--- src/rtl/regfile_write_arbiter_pkg.sv ---
// regarb_pkg: shared state type, bus widths and protected-register range for regfile_write_arbiter
package regarb_pkg;
    typedef enum logic {ARB, LOCKED} state_t;
    localparam int REG_ADDR_W = 5;
    localparam int REG_DATA_W = 32;
    localparam int PROT_LO = 27;
    localparam int PROT_HI = 29;
    function automatic logic [1:0] wrap_inc(input logic [1:0] i, input int n);
        return (int'(i) == n - 1) ? 2'd0 : i + 2'd1;
    endfunction
endpackage

--- src/rtl/regfile_write_arbiter_if.sv ---
// regfile_write_arbiter_if: requester handshake plus regfile write port; prot_err exists only with REGARB_PROTECT_EN
interface regfile_write_arbiter_if #(parameter int NREQ = 3);
    import regarb_pkg::*;
    logic [NREQ-1:0]            req_valid;
    logic [NREQ-1:0]            req_ready;
    logic [NREQ-1:0]            req_lock;
    logic [REG_ADDR_W*NREQ-1:0] req_reg;
    logic [REG_DATA_W*NREQ-1:0] req_data;
    logic                       ctrl_writeEnable;
    logic [REG_ADDR_W-1:0]      ctrl_writeReg;
    logic [REG_DATA_W-1:0]      data_writeReg;
    logic [1:0]                 grant_id;
    logic                       locked;
`ifdef REGARB_PROTECT_EN
    logic                       prot_err;
    modport slave (input req_valid, req_lock, req_reg, req_data,
                   output req_ready, ctrl_writeEnable, ctrl_writeReg, data_writeReg, grant_id, locked, prot_err);
    modport master (output req_valid, req_lock, req_reg, req_data,
                    input req_ready, ctrl_writeEnable, ctrl_writeReg, data_writeReg, grant_id, locked, prot_err);
`else
    modport slave (input req_valid, req_lock, req_reg, req_data,
                   output req_ready, ctrl_writeEnable, ctrl_writeReg, data_writeReg, grant_id, locked);
    modport master (output req_valid, req_lock, req_reg, req_data,
                    input req_ready, ctrl_writeEnable, ctrl_writeReg, data_writeReg, grant_id, locked);
`endif
endinterface

--- src/rtl/regfile_write_arbiter_rr_pick.sv ---
// rr_pick: combinational round-robin finder, first set valid bit scanning upward from i_ptr with wrap
module rr_pick #(parameter int NREQ = 3) (
    input  logic [NREQ-1:0] i_valid,
    input  logic [1:0]      i_ptr,
    output logic [NREQ-1:0] o_gnt,
    output logic [1:0]      o_idx,
    output logic            o_any
);
    always_comb begin
        o_idx = '0;
        o_any = 1'b0;
        for (int k = NREQ - 1; k >= 0; k--) begin
            if (i_valid[(int'(i_ptr) + k) % NREQ]) begin
                o_idx = 2'((int'(i_ptr) + k) % NREQ);
                o_any = 1'b1;
            end
        end
        o_gnt = o_any ? ({{(NREQ-1){1'b0}}, 1'b1} << o_idx) : '0;
    end
endmodule

--- src/rtl/regfile_write_arbiter.sv ---
// regfile_write_arbiter: round-robin sharing of the regfile write port with lock/timeout.
// REGARB_PROTECT_EN restricts r27-r29 to requester NREQ-1 and adds prot_err.
module regfile_write_arbiter
    import regarb_pkg::*;
#(
    parameter int NREQ         = 3,
    parameter int LOCK_TIMEOUT = 15
) (
    input logic                    clock,
    input logic                    ctrl_reset_n,
    regfile_write_arbiter_if.slave bus
);
    state_t                r_state, w_state_n;
    logic [1:0]            r_ptr, w_ptr_n, r_owner, w_owner_n, w_idx, w_g, r_gid;
    logic [7:0]            r_cnt, w_cnt_n;
    logic [NREQ-1:0]       w_gnt, w_own, w_ready;
    logic                  w_any, w_acc, w_lock, w_zero, w_prot, r_we;
    logic [REG_ADDR_W-1:0] w_reg, r_wreg;
    logic [REG_DATA_W-1:0] w_data, r_wdata;

    rr_pick #(.NREQ(NREQ)) u_pick (
        .i_valid(bus.req_valid), .i_ptr(r_ptr), .o_gnt(w_gnt), .o_idx(w_idx), .o_any(w_any)
    );

    assign w_own   = {{(NREQ-1){1'b0}}, 1'b1} << r_owner;
    assign w_g     = (r_state == LOCKED) ? r_owner : w_idx;
    assign w_ready = !ctrl_reset_n ? '0 : (r_state == LOCKED) ? (bus.req_valid & w_own) : w_gnt;
    assign w_acc   = ctrl_reset_n && ((r_state == LOCKED) ? bus.req_valid[r_owner] : w_any);
    assign w_lock  = bus.req_lock[w_g];
    assign w_reg   = bus.req_reg[int'(w_g)*REG_ADDR_W +: REG_ADDR_W];
    assign w_data  = bus.req_data[int'(w_g)*REG_DATA_W +: REG_DATA_W];
    assign w_zero  = (w_reg == '0);
`ifdef REGARB_PROTECT_EN
    logic r_prot;
    assign w_prot = (int'(w_reg) >= PROT_LO) && (int'(w_reg) <= PROT_HI) && (int'(w_g) != NREQ - 1);
    always_ff @(posedge clock) begin
        r_prot <= ctrl_reset_n && w_acc && w_prot;
    end
    assign bus.prot_err = r_prot;
`else
    assign w_prot = 1'b0;
`endif

    assign bus.req_ready        = w_ready;
    assign bus.locked           = (r_state == LOCKED);
    assign bus.ctrl_writeEnable = r_we;
    assign bus.ctrl_writeReg    = r_wreg;
    assign bus.data_writeReg    = r_wdata;
    assign bus.grant_id         = r_gid;

    // Timeout counts only idle owner cycles; any owner beat restarts it.
    always_comb begin
        w_state_n = r_state;
        w_ptr_n   = r_ptr;
        w_owner_n = r_owner;
        w_cnt_n   = r_cnt;
        if (r_state == ARB) begin
            if (w_acc) begin
                w_ptr_n   = wrap_inc(w_g, NREQ);
                w_owner_n = w_g;
                w_cnt_n   = '0;
                w_state_n = w_lock ? LOCKED : ARB;
            end
        end else if (w_acc) begin
            w_cnt_n   = '0;
            w_state_n = w_lock ? LOCKED : ARB;
            w_ptr_n   = w_lock ? r_ptr : wrap_inc(r_owner, NREQ);
        end else if (r_cnt + 8'd1 == 8'(LOCK_TIMEOUT)) begin
            w_cnt_n   = '0;
            w_state_n = ARB;
            w_ptr_n   = wrap_inc(r_owner, NREQ);
        end else begin
            w_cnt_n = r_cnt + 8'd1;
        end
    end

    always_ff @(posedge clock) begin
        if (!ctrl_reset_n) begin
            r_state <= ARB;
            r_ptr   <= '0;
            r_owner <= '0;
            r_cnt   <= '0;
            r_we    <= 1'b0;
            r_wreg  <= '0;
            r_wdata <= '0;
            r_gid   <= '0;
        end else begin
            r_state <= w_state_n;
            r_ptr   <= w_ptr_n;
            r_owner <= w_owner_n;
            r_cnt   <= w_cnt_n;
            r_we    <= w_acc && !w_zero && !w_prot;
            if (w_acc) begin
                r_wreg  <= w_reg;
                r_wdata <= w_data;
                r_gid   <= w_g;
            end
        end
    end
endmodule

--- src/flat_wrapper.sv ---
// flat-port wrapper written by rule: the top's interface ports become plain ports
module regfile_write_arbiter_flat import regarb_pkg::*;
#(
    parameter int NREQ         = 3,
    parameter int LOCK_TIMEOUT = 15
)
  (clock, ctrl_reset_n, bus_req_valid, bus_req_lock, bus_req_reg, bus_req_data, bus_req_ready, bus_ctrl_writeEnable, bus_ctrl_writeReg, bus_data_writeReg, bus_grant_id, bus_locked);
  regfile_write_arbiter_if #(.NREQ(NREQ)) bus_i ();
  input logic clock;
  input logic ctrl_reset_n;
  input wire logic [$bits(bus_i.req_valid)-1:0] bus_req_valid;
  input wire logic [$bits(bus_i.req_lock)-1:0] bus_req_lock;
  input wire logic [$bits(bus_i.req_reg)-1:0] bus_req_reg;
  input wire logic [$bits(bus_i.req_data)-1:0] bus_req_data;
  output wire logic [$bits(bus_i.req_ready)-1:0] bus_req_ready;
  output wire logic [$bits(bus_i.ctrl_writeEnable)-1:0] bus_ctrl_writeEnable;
  output wire logic [$bits(bus_i.ctrl_writeReg)-1:0] bus_ctrl_writeReg;
  output wire logic [$bits(bus_i.data_writeReg)-1:0] bus_data_writeReg;
  output wire logic [$bits(bus_i.grant_id)-1:0] bus_grant_id;
  output wire logic [$bits(bus_i.locked)-1:0] bus_locked;
  assign bus_i.req_valid = bus_req_valid;
  assign bus_i.req_lock = bus_req_lock;
  assign bus_i.req_reg = bus_req_reg;
  assign bus_i.req_data = bus_req_data;
  assign bus_req_ready = bus_i.req_ready;
  assign bus_ctrl_writeEnable = bus_i.ctrl_writeEnable;
  assign bus_ctrl_writeReg = bus_i.ctrl_writeReg;
  assign bus_data_writeReg = bus_i.data_writeReg;
  assign bus_grant_id = bus_i.grant_id;
  assign bus_locked = bus_i.locked;
  regfile_write_arbiter #(.NREQ(NREQ), .LOCK_TIMEOUT(LOCK_TIMEOUT)) u_core (.clock(clock), .ctrl_reset_n(ctrl_reset_n), .bus(bus_i));
endmodule
--- config.mk ---
export PLATFORM = sky130hd
export DESIGN_NAME = regfile_write_arbiter_flat
export DESIGN_NICKNAME = d
export VERILOG_FILES = /design/src/rtl/regfile_write_arbiter_pkg.sv /design/src/rtl/regfile_write_arbiter_if.sv /design/src/rtl/regfile_write_arbiter_rr_pick.sv /design/src/rtl/regfile_write_arbiter.sv /design/src/flat_wrapper.sv
export SDC_FILE = /design/constraint.sdc
export NUM_CORES = 1
export LEC_CHECK = 0
export ABC_AREA = 1
export CORE_MARGIN = 3
export CORE_UTILIZATION = 44
export DETAILED_ROUTE_END_ITERATION = 10
export PLACE_DENSITY = 0.92
export SKIP_CTS_REPAIR_TIMING = 1
export SLEW_MARGIN = 30
export SYNTH_ARGS = -nofsm -noshare
export SYNTH_HDL_FRONTEND = slang
export SYNTH_SLANG_ARGS = --single-unit
export TNS_END_PERCENT = 30
--- constraint.sdc ---
create_clock -name clock -period 3.6 [get_ports clock]
set_input_delay 0.54 -clock clock [delete_from_list [all_inputs] [get_ports clock]]
set_output_delay 0.54 -clock clock [all_outputs]
set_load 0.05 [all_outputs]
==> impl_metrics.json <==
{
  "power.total_mw": 4.758,
  "leakage_nw": 2.422,
  "slew_violations": 0,
  "syn-num-nets": 667,
  "die_y_um": 93.27,
  "track_usage_pct": 26.05,
  "num_vias": 4133,
  "rr_worst_depth": 18,
  "critPathArrivalTime_ns": 2.41,
  "wl_met2_um": 5702,
  "synth_top_cell_area_share_pct": 31.67,
  "post_drt_via_cell_ratio": 5.238,
  "grt_pass1_vias": 4021,
  "nets": 813,
  "drc": 0,
  "crit_start": "u_core.r_ptr[0]",
  "yosysUniqueCellTypes": 29,
  "gp_congestion": 0.9335,
  "clock-root-buffer": "clkbuf_8",
  "cts_htree_levels": 2,
  "crit_path_end_kind": "output pin",
  "die-area_sq_um": 8698,
  "yosysTopAreaCell": "dfxtp_1",
  "hold_viol_final": 0,
  "critPathRequiredTime_ns": 3.06,
  "avgSynthCellArea_sq_um": 6.171,
  "min_path_type": "reg2reg",
  "n_fill_cell": 593,
  "drive_gt1_share_pct": 5.072,
  "clk_pin_slew_ns": 0.10,
  "clkSinkCount": 53,
  "cap_violations": 0,
  "cp_max_fo": 17,
  "numCtsBuffers": 5,
  "reg2reg_slack_ns": 0.93,
  "wl_met1_um": 4384,
  "rsz0062_at_grt": "false",
  "first_iter_violations": 252,
  "ir_worst_vdd_mv": 0.4576,
  "worst_setup_path_start_kind": "register",
  "slew_headroom_pct": 59.06,
  "area.sequential_sq_um": 1061,
  "ios": 163,
  "dp_hpwl_um": 8671,
  "syn_area_sq_um": 3351,
  "diodes": 0,
  "area_growth_syn_to_layout_pct": 51.76,
  "status": "finished clean",
  "report.final.setup_viol": 0,
  "ant_nets": 0,
  "routed_wirelength_um": 11470,
  "crit_end": "bus_req_ready[0]",
  "final_util_pct": 69.36,
  "grt_pass1_wl_um": 18460,
  "io_buffers": 162,
  "clkLatencyLatePin_ns": 0.31,
  "clockBufferDepth": 2,
  "syn_inst": 543,
  "dr.pass1.iters": 4,
  "placed_cells": 781,
  "p_per_area_nw_per_um2": 935.6,
  "highest_layer": "met4",
  "grt.overflow.total": 0,
  "yosysSeqAreaShare_pct": 31.67,
  "rows": 31,
  "multi_input_area_sq_um": 1882,
  "finalHoldWorstSlack_ns": 0.4866,
  "start_util_pct": 45.71,
  "finClkSkew_ns": 0.007980,
  "stdcell_count": 789,
  "period_share_pct": 81.96,
  "antenna_found_initial": 0,
  "tns_ns": 0,
  "wl_per_cell_um": 14.54,
  "die_w_um": 93.27,
  "reg2reg_from": "u_core.r_ptr[0]",
  "path_class": "reg2out",
  "reg2reg_to": "u_core.r_ptr[1]",
  "worst_slew_pin_slew_ns": 0.6127,
  "met3_length_um": 1089,
  "max_freq_ghz": 0.3389,
  "min_path_cells": 2,
  "fin_crit_ns": 2.951,
  "synth_area_leaders": "dfxtp_1, nand2_1, nand3_1, inv_1, a22oi_1",
  "cts_tree": "built",
  "grt_start_max_net_pins": 42,
  "yosys_warnings": 0,
  "ys_seq_elements": 53,
  "design.core.area_sq_um": 7331
}
==> stage by stage <==
stage | area [sq um] | worst slack, ns
2_1_floorplan | 3351 | 0.6743
3_3_place_gp | 5001 | 0.6804
3_5_place_dp | 5001 | 0.6434
4_1_cts | 5085 | 0.6363
5_1_grt | 5085 | 0.3157
6_report | 5085 | 0.6493
==> cells by family (layout without fill, tap and decap cells) <==
kind of cell | Yosys count | count (layout) | synth area share, %
and+or+nand+nor | 312 | 312 | 38.61
buffers and inverters | 90 | 237 | 12.17
AOI/OAI and AO/OA | 83 | 83 | 15.68
DFF | 53 | 53 | 31.67
adders and majority gates | 5 | 5 | 1.867
==> cells in the mapped netlist <==
cell,instances
nand2_1,214
nand3_1,58
dfxtp_1,53
inv_1,53
a21oi_1,30
nor2_1,29
a22oi_1,21
buf_2,10
clkbuf_1,9
buf_4,6
o21ai_0,6
o21ai_1,6
ha_1,5
inv_2,5
o211ai_1,5
a211oi_1,4
a31oi_1,4
buf_6,4
o311ai_1,4
nand2_2,3
a21oi_2,2
inv_4,2
nand3_2,2
nand4_1,2
nor2_4,2
a31oi_2,1
buf_1,1
nand2_4,1
nor2_2,1
==> cells in the final DEF, fill, tap and decap left out <==
| cell type | n |
|---|---|
| nand2_1 | 214 |
| clkdlybuf4s50_1 | 159 |
| nand3_1 | 58 |
| inv_1 | 53 |
| dfxtp_1 | 53 |
| a21oi_1 | 30 |
| nor2_1 | 29 |
| a22oi_1 | 21 |
| buf_4 | 7 |
| o21ai_0 | 6 |
| o21ai_1 | 6 |
| inv_2 | 5 |
| o211ai_1 | 5 |
| ha_1 | 5 |
| clkbuf_8 | 5 |
| a211oi_1 | 4 |
| o311ai_1 | 4 |
| a31oi_1 | 4 |
| nand2_2 | 3 |
| buf_12 | 3 |
| inv_4 | 2 |
| nand3_2 | 2 |
| a21oi_2 | 2 |
| nor2_4 | 2 |
| nand4_1 | 2 |
| clkbuf_1 | 2 |
| a31oi_2 | 1 |
| nand2_4 | 1 |
| nor2_2 | 1 |
| clkinvlp_4 | 1 |
==> cell type report <==
cell class,instances,area share (%)
Clock buffer,7,1.501
Clock inverter,1,0.1476
Inverter,60,4.528
Multi-Input combinational cell,400,37.01
Sequential cell,53,20.87
Tap cell,99,2.436
Timing Repair Buffer,169,33.51
==> sequential cells by signal, summed over array words and instances, names as in the netlist <==
name and cells:
u_core.r_ptr 2, u_core.bus.data_writeReg 32, u_core.r_owner 2, u_core.bus.locked 1
u_core.bus.ctrl_writeReg 5, u_core.bus.ctrl_writeEnable 1, u_core.r_cnt 8, u_core.bus.grant_id 2
==> worst min path at each step <==
stage / endpoint / slack (ns) / from
finish: u_core.r_cnt[7] / 0.49 / u_core.r_cnt[7]
global route: u_core.r_cnt[7] / 0.52 / u_core.r_cnt[7]
CTS: u_core.r_cnt[7] / 0.49 / u_core.r_cnt[7]
detailed placement: u_core.r_cnt[7] / 0.47 / u_core.r_cnt[7]
global placement: u_core.r_cnt[7] / 0.46 / u_core.r_cnt[7]
floorplan: u_core.r_cnt[7] / 0.45 / u_core.r_cnt[7]
==> report_power, final <==
part	total [mW]	internal [mW]	leakage (nW)	switching [mW]
clock network	0.343	0.138	0.0385	0.205
logic	3.42	1.12	1.95	2.30
registers	0.991	0.834	0.436	0.157
==> layer usage <==
layer	track usage, %	vias up
met5	0	-
met4	8.303	0
met2	44.61	198
met1	30.91	1869
met3	8.126	29
li1	-	2037
==> worst max-delay path, cell delays in order, from the launching register on <==
cell and delay [ns]:
dfxtp_1 0.35, inv_1 0.08, ha_1 0.36, inv_2 0.06
nand2_1 0.05, nand3_1 0.10, nand2_1 0.08, nand2_1 0.06
nand2_1 0.07, nand2_2 0.22, a21oi_1 0.20, nand2_1 0.06
a21oi_1 0.24, buf_12 0.18
No activity file was read; power rests on OpenSTA's default activity.
